==> config.mk <==
export PLATFORM = sky130hd
export DESIGN_NAME = sram_fifo_ctrl_flat
export DESIGN_NICKNAME = d
export VERILOG_FILES = /design/src/rtl/sram_fifo_ctrl_if.sv /design/src/rtl/sram_fifo_ctrl.sv /design/src/flat_wrapper.sv
export SDC_FILE = /design/constraint.sdc
export NUM_CORES = 1
export LEC_CHECK = 0
export CORE_AREA = 5 5 104 106
export DETAILED_ROUTE_END_ITERATION = 12
export DIE_AREA = 0 0 109 111
export HOLD_SLACK_MARGIN = 0.12
export PLACE_DENSITY = 0.68
export RECOVER_POWER = 100
export SYNTH_ARGS = -nofsm -noshare
export SYNTH_HDL_FRONTEND = slang
export SYNTH_SLANG_ARGS = --single-unit
==> constraint.sdc <==
create_clock -name clk -period 3.3 [get_ports clk]
set_input_delay 0.66 -clock clk [delete_from_list [all_inputs] [get_ports clk]]
set_output_delay 0.66 -clock clk [all_outputs]
set_load 0.005 [all_outputs]
==> src/rtl/sram_fifo_ctrl_if.sv <==
// Valid/ready push and pop stream between a producer/consumer pair and sram_fifo_ctrl.
interface sram_fifo_ctrl_if #(
    parameter int unsigned DATA_WIDTH = 64
);
    logic                  in_valid;
    logic                  in_ready;
    logic [DATA_WIDTH-1:0] in_data;
    logic                  out_valid;
    logic                  out_ready;
    logic [DATA_WIDTH-1:0] out_data;

    modport master (
        output in_valid, in_data, out_ready,
        input  in_ready, out_valid, out_data
    );

    modport slave (
        input  in_valid, in_data, out_ready,
        output in_ready, out_valid, out_data
    );
endinterface

==> src/rtl/sram_fifo_ctrl.sv <==
// Valid/ready FIFO sequencer around an external 1R/1W async-read SRAM.
// Define SRAM_FIFO_CTRL_OUTREG_EN to add a one-entry registered output stage.
module sram_fifo_ctrl #(
    parameter int unsigned DATA_WIDTH = 64,
    parameter int unsigned DATA_DEPTH = 16
) (
    input  logic                          clk,
    input  logic                          rst_n,
    input  logic                          flush,
    sram_fifo_ctrl_if.slave               stream,
    output logic [$clog2(DATA_DEPTH):0]   count,
    output logic [$clog2(DATA_DEPTH)-1:0] sram_addrw,
    output logic [$clog2(DATA_DEPTH)-1:0] sram_addrr,
    output logic                          sram_ce,
    output logic                          sram_we,
    output logic [DATA_WIDTH-1:0]         sram_dataw,
    input  logic [DATA_WIDTH-1:0]         sram_datar
);
    localparam int unsigned ADDR_WIDTH = $clog2(DATA_DEPTH);
    localparam logic [ADDR_WIDTH:0] PTR_ONE = (ADDR_WIDTH + 1)'(1);

    logic [ADDR_WIDTH:0] wptr;
    logic [ADDR_WIDTH:0] rptr;
    logic [ADDR_WIDTH:0] wptr_nxt;
    logic [ADDR_WIDTH:0] rptr_nxt;
    logic [ADDR_WIDTH:0] count_nxt;
    logic                clear;
    logic                empty;
    logic                full;
    logic                push;
    logic                pop;
    logic                fetch;

    assign clear = !rst_n || flush;
    assign empty = (wptr == rptr);
    assign full  = (wptr[ADDR_WIDTH-1:0] == rptr[ADDR_WIDTH-1:0]) &&
                   (wptr[ADDR_WIDTH] != rptr[ADDR_WIDTH]);

    assign stream.in_ready = !full;
    // Gating by clear keeps the SRAM untouched in a reset/flush cycle.
    assign push = stream.in_valid && !full && !clear;

    assign sram_ce    = 1'b1;
    assign sram_we    = push;
    assign sram_addrw = wptr[ADDR_WIDTH-1:0];
    assign sram_dataw = stream.in_data;
    assign sram_addrr = rptr[ADDR_WIDTH-1:0];

    always_comb begin
        wptr_nxt = wptr;
        rptr_nxt = rptr;
        if (push) begin
            wptr_nxt = wptr + PTR_ONE;
        end
        if (fetch) begin
            rptr_nxt = rptr + PTR_ONE;
        end
    end

`ifdef SRAM_FIFO_CTRL_OUTREG_EN
    logic                  oreg_valid;
    logic                  oreg_valid_nxt;
    logic [DATA_WIDTH-1:0] oreg;

    // The SRAM head moves into oreg whenever oreg is free or being consumed.
    assign pop            = oreg_valid && stream.out_ready;
    assign fetch          = !empty && (!oreg_valid || pop);
    assign oreg_valid_nxt = fetch || (oreg_valid && !pop);
    assign stream.out_valid = oreg_valid;
    assign stream.out_data  = oreg;
    assign count_nxt = (wptr_nxt - rptr_nxt) + {{ADDR_WIDTH{1'b0}}, oreg_valid_nxt};

    always_ff @(posedge clk) begin
        if (clear) begin
            oreg_valid <= 1'b0;
            oreg       <= '0;
        end else begin
            oreg_valid <= oreg_valid_nxt;
            if (fetch) begin
                oreg <= sram_datar;
            end
        end
    end
`else
    assign pop   = !empty && stream.out_ready;
    assign fetch = pop;
    assign stream.out_valid = !empty;
    assign stream.out_data  = sram_datar;
    assign count_nxt = wptr_nxt - rptr_nxt;
`endif

    always_ff @(posedge clk) begin
        if (clear) begin
            wptr  <= '0;
            rptr  <= '0;
            count <= '0;
        end else begin
            wptr  <= wptr_nxt;
            rptr  <= rptr_nxt;
            count <= count_nxt;
        end
    end
endmodule

==> src/flat_wrapper.sv <==
// flat-port wrapper written by rule: the top's interface ports become plain ports
module sram_fifo_ctrl_flat 
#(
    parameter int unsigned DATA_WIDTH = 64,
    parameter int unsigned DATA_DEPTH = 16
)
  (clk, rst_n, flush, count, sram_addrw, sram_addrr, sram_ce, sram_we, sram_dataw, sram_datar, stream_in_valid, stream_in_data, stream_out_ready, stream_in_ready, stream_out_valid, stream_out_data);
  sram_fifo_ctrl_if #(.DATA_WIDTH(DATA_WIDTH)) stream_i ();
  input  logic clk;
  input  logic rst_n;
  input  logic flush;
  output logic [$clog2(DATA_DEPTH):0] count;
  output logic [$clog2(DATA_DEPTH)-1:0] sram_addrw;
  output logic [$clog2(DATA_DEPTH)-1:0] sram_addrr;
  output logic sram_ce;
  output logic sram_we;
  output logic [DATA_WIDTH-1:0] sram_dataw;
  input  logic [DATA_WIDTH-1:0] sram_datar;
  input wire logic [$bits(stream_i.in_valid)-1:0] stream_in_valid;
  input wire logic [$bits(stream_i.in_data)-1:0] stream_in_data;
  input wire logic [$bits(stream_i.out_ready)-1:0] stream_out_ready;
  output wire logic [$bits(stream_i.in_ready)-1:0] stream_in_ready;
  output wire logic [$bits(stream_i.out_valid)-1:0] stream_out_valid;
  output wire logic [$bits(stream_i.out_data)-1:0] stream_out_data;
  assign stream_i.in_valid = stream_in_valid;
  assign stream_i.in_data = stream_in_data;
  assign stream_i.out_ready = stream_out_ready;
  assign stream_in_ready = stream_i.in_ready;
  assign stream_out_valid = stream_i.out_valid;
  assign stream_out_data = stream_i.out_data;
  sram_fifo_ctrl #(.DATA_WIDTH(DATA_WIDTH), .DATA_DEPTH(DATA_DEPTH)) u_core (.clk(clk), .rst_n(rst_n), .flush(flush), .stream(stream_i), .count(count), .sram_addrw(sram_addrw), .sram_addrr(sram_addrr), .sram_ce(sram_ce), .sram_we(sram_we), .sram_dataw(sram_dataw), .sram_datar(sram_datar));
endmodule
==> PnR_summary.wiki <==
{| class="wikitable"
! Metric !! Value
|-
| Global Route Usage Sum || 6.53%
|-
| Top_reg_cell synth || sky130_fd_sc_hd__dfxtp_1
|-
| Minimum clock period || 2930 ps
|-
| Clock Path Buffers || 2
|-
| Area added between synthesis and finish || -32.4%
|-
| Fillers || 1094
|-
| Worst Path Class, Setup || primary input to output port
|-
| Number of enable flip-flop cells after synthesis || 0
|-
| Most prevalent standard cell on the critical path || sky130_fd_sc_hd__dlygate4sd3_1
|-
| Starting DRT DRC Count || 10
|-
| Number of buffer and inverter stages on the critical path || 2
|-
| Run status || finished clean
|-
| H-tree levels || 1
|-
| Cell with the largest stage delay on the worst path || sky130_fd_sc_hd__dlygate4sd3_1
|-
| Sort of element at the start of the critical path || primary input
|-
| Final setup violation count || 0
|-
| Number of nets in the final layout || 257
|-
| Library cell occupying the most area in the post-synthesis netlist || sky130_fd_sc_hd__buf_4
|-
| Clock transition at the registers of the reported paths || 60 ps
|-
| HPWL after detailed placement || 3640 um
|-
| Net count after synthesis || 368
|-
| Leakage power figure || 0.514 nW
|-
| Mean routed wirelength per cell || 16.5 um
|-
| Post-route clock period utilization || 88.7%
|-
| Total global routing overflow || 0
|-
| Avg Vias per Cell || 3.43
|-
| Share of the core filled with cells || 13.5%
|-
| Number of post-CTS setup repair buffers || 0
|-
| Share of post-route cells with drive strength above 1 || 12.1%
|-
| Count of pins on the block boundary || 278
|-
| Number of synthesized register bits || 15
|-
| Clock buffer count from CTS || 3
|-
| Sequential fraction of the synthesis area || 15.6%
|-
| Share of total power in sequential cells || 51.3%
|-
| Placed cell area || 0.00127 sq mm
|-
| Syn_area_per_cell || 8.46 sq um
|-
| Crit path max fanout || 4
|-
| Worst-skew pair later-pin latency || 250 ps
|-
| Die Height || 111 um
|-
| Cells taking the most area after synthesis || sky130_fd_sc_hd__buf_4 (53%), sky130_fd_sc_hd__dfxtp_1 (16%), sky130_fd_sc_hd__ha_1 (3.9%)
|-
| Arrival @ worst endpoint || 2270 ps
|-
| Cells resized by post-CTS repair || 0
|-
| Area of the core region || 0.00968 sq mm
|-
| Peak VDD IR || 0.105 mV
|-
| Hold violation count in the final report || 0
|-
| List of most frequent post-synthesis cells || sky130_fd_sc_hd__buf_4 (137), sky130_fd_sc_hd__dfxtp_1 (15), sky130_fd_sc_hd__nor2_1 (14)
|-
| Switching component of the power || 76.2 uW
|-
| Die ar. || 0.0121 sq mm
|-
| First-pass GRT wire length || 5860 um
|-
| Critical path endpoint category || output port
|-
| Max frequency || 342 MHz
|-
| Number of remaining DRC errors || 0
|-
| Sink count of the clock tree || 15
|-
| Proportion of total power due to net switching || 21.3%
|-
| Routability cong. || 0.815
|-
| Comb power frac || 7.4%
|-
| Setup repair after global routing missed its margin || false
|-
| Starting density of the core || 19.9%
|-
| Worst clock skew || 3.94 ps
|-
| Largest net degree at the start of global routing || 13
|-
| Total Wirelength || 4110 um
|-
| Library cell with the highest instance count after synthesis || sky130_fd_sc_hd__buf_4
|-
| Part of the power in the clock network || 41.2%
|-
| TritonRoute pass-1 iters || 4
|-
| Synthesized instance count || 228
|-
| Data required time at the worst endpoint || 2640 ps
|-
| Portion of synthesized cell area occupied by the leading cell type || 53.3%
|-
| Die W || 109 um
|-
| CTS Root Cell || sky130_fd_sc_hd__clkbuf_8
|-
| Max-capacitance violation count || 0
|-
| Stage delay of the slowest cell on the critical path || 610 ps
|-
| Classification of the worst-slack hold path || flop to flop
|-
| Total power divided by cell area || 274 mW/mm^2
|-
| Final setup TNS || 0 ps
|-
| Top delay family on crit path || buffers and inverters
|-
| Row count || 36
|-
| Proportion of register bits with asynchronous set or reset after synthesis || 0%
|-
| Area of the mapped netlist || 0.00193 sq mm
|-
| Final design instance area without fill || 0.00131 sq mm
|-
| Via count of the first global-routing pass || 919
|-
| Netlist cell types || 32
|-
| Via count || 853
|-
| Quantity of I/O buffers inserted on ports || 20
|-
| ANT cells || 0
|-
| Internal cell power || 281 uW
|-
| Post-detailed-route count of antenna-violating nets || 0
|-
| CTS Hold Buffers Added || 0
|-
| Total of warnings raised by yosys || 0
|-
| TritonCTS clock tree || done
|-
| Pin slew with the least headroom to its limit || 527 ps
|-
| Worst slew margin || 64.9%
|-
| Number of max-slew violations in the final report || 0
|-
| Antenna violations before repair || 0
|-
| List of cells traversed by the critical path || dlygate4sd3_1 -> nor2b_1 -> o211a_4 -> dlygate4sd3_1
|}
[cells in the final DEF, fill, tap and decap left out, drive strengths merged, types with 2 or more instances in the layout]
| cell | synthesis | routed |
|---|---|---|
| nand4 | 4 | 4 |
| dfxtp | 15 | 15 |
| o21ai | 3 | 3 |
| nor2 | 14 | 14 |
| mux2i | 4 | 4 |
| a21oi | 3 | 3 |
| o211ai | 2 | 2 |
| and2 | 3 | 3 |
| clkbuf | 1 | 5 |
| a21o | 2 | 2 |
| nand2 | 3 | 3 |
| xnor2 | 10 | 10 |
| inv | 4 | 4 |
| xor2 | 7 | 7 |
| buf | 138 | 2 |
| dlygate4sd3 | 0 | 19 |
| ha | 6 | 6 |
[metal layers]
metal | up-vias | track usage (%) | wire length, um
met1 | 367 | 4.27 | 967
met3 | 33 | 6.76 | 959
met2 | 100 | 10.1 | 1860
li1 | 353 | - | -
met4 | 0 | 5.47 | 322
met5 | - | 0 | 0
[cell type report]
cell class                      instances  area [sq um]  share of cell area [%]
Clock buffer                            4          45.0                    3.45
Inverter                                4          15.0                    1.15
Multi-Input combinational cell         70           559                    42.9
Sequential cell                        15           300                    23.0
Tap cell                              133           166                    12.8
Timing Repair Buffer                   23           219                    16.8
[stage by stage]
step	hold slack (ps)	total power, mW	instances	setup slack [ps]
5_1_grt	633	0.375	249	157
3_5_place_dp	583	0.217	245	236
3_3_place_gp	588	0.217	245	286
4_1_cts	598	0.367	249	466
6_report	577	0.358	249	374
2_1_floorplan	551	0.328	228	832
[cells by family after synthesis]
family / share of synthesized area [%]
flops: 15.6
xor+xnor: 9.27
other cells: 0.194
fa+ha+maj: 4.93
compound gates: 4.80
simple gates: 8.11
mux: 2.27
buf+inv: 54.9
[worst register-to-register path: stages (launching register included)]
cell,delay (ps)
sky130_fd_sc_hd__dfxtp_1,460
sky130_fd_sc_hd__xnor2_1,220
sky130_fd_sc_hd__nand4_4,220
sky130_fd_sc_hd__o21ai_2,220
sky130_fd_sc_hd__mux2i_1,330
sky130_fd_sc_hd__inv_1,110
sky130_fd_sc_hd__fa_1,460
sky130_fd_sc_hd__inv_1,80
sky130_fd_sc_hd__a21o_1,110
sky130_fd_sc_hd__a21oi_1,70
sky130_fd_sc_hd__xnor2_1,210
sky130_fd_sc_hd__mux2i_1,200
[flip-flops by register name, indices dropped and copies added (netlist names)]
signal and cells:
u_core.rptr 5, u_core.count 5, u_core.wptr 5
[power by group through the flow]
| stage | Combinational (mW) | Clock [mW] | Sequential, mW |
|---|---|---|---|
| 2_1_floorplan | 0.141 | 0 | 0.187 |
| 3_3_place_gp | 0.0291 | 0 | 0.188 |
| 3_5_place_dp | 0.0291 | 0 | 0.188 |
| 4_1_cts | 0.0292 | 0.154 | 0.184 |
| 5_1_grt | 0.0296 | 0.161 | 0.184 |
| 6_report | 0.0266 | 0.147 | 0.184 |
[worst paths after layout]
path	start	to	slack [ps]	cells past startpoint
setup / recovery	rst_n	sram_we	370	4
hold / removal	u_core.wptr[2]	u_core.wptr[2]	580	1
setup reg to reg	u_core.wptr[2]	u_core.count[4]	550	11
hold reg to reg	u_core.wptr[2]	u_core.wptr[2]	580	1
(Power assumes the default switching activity.)
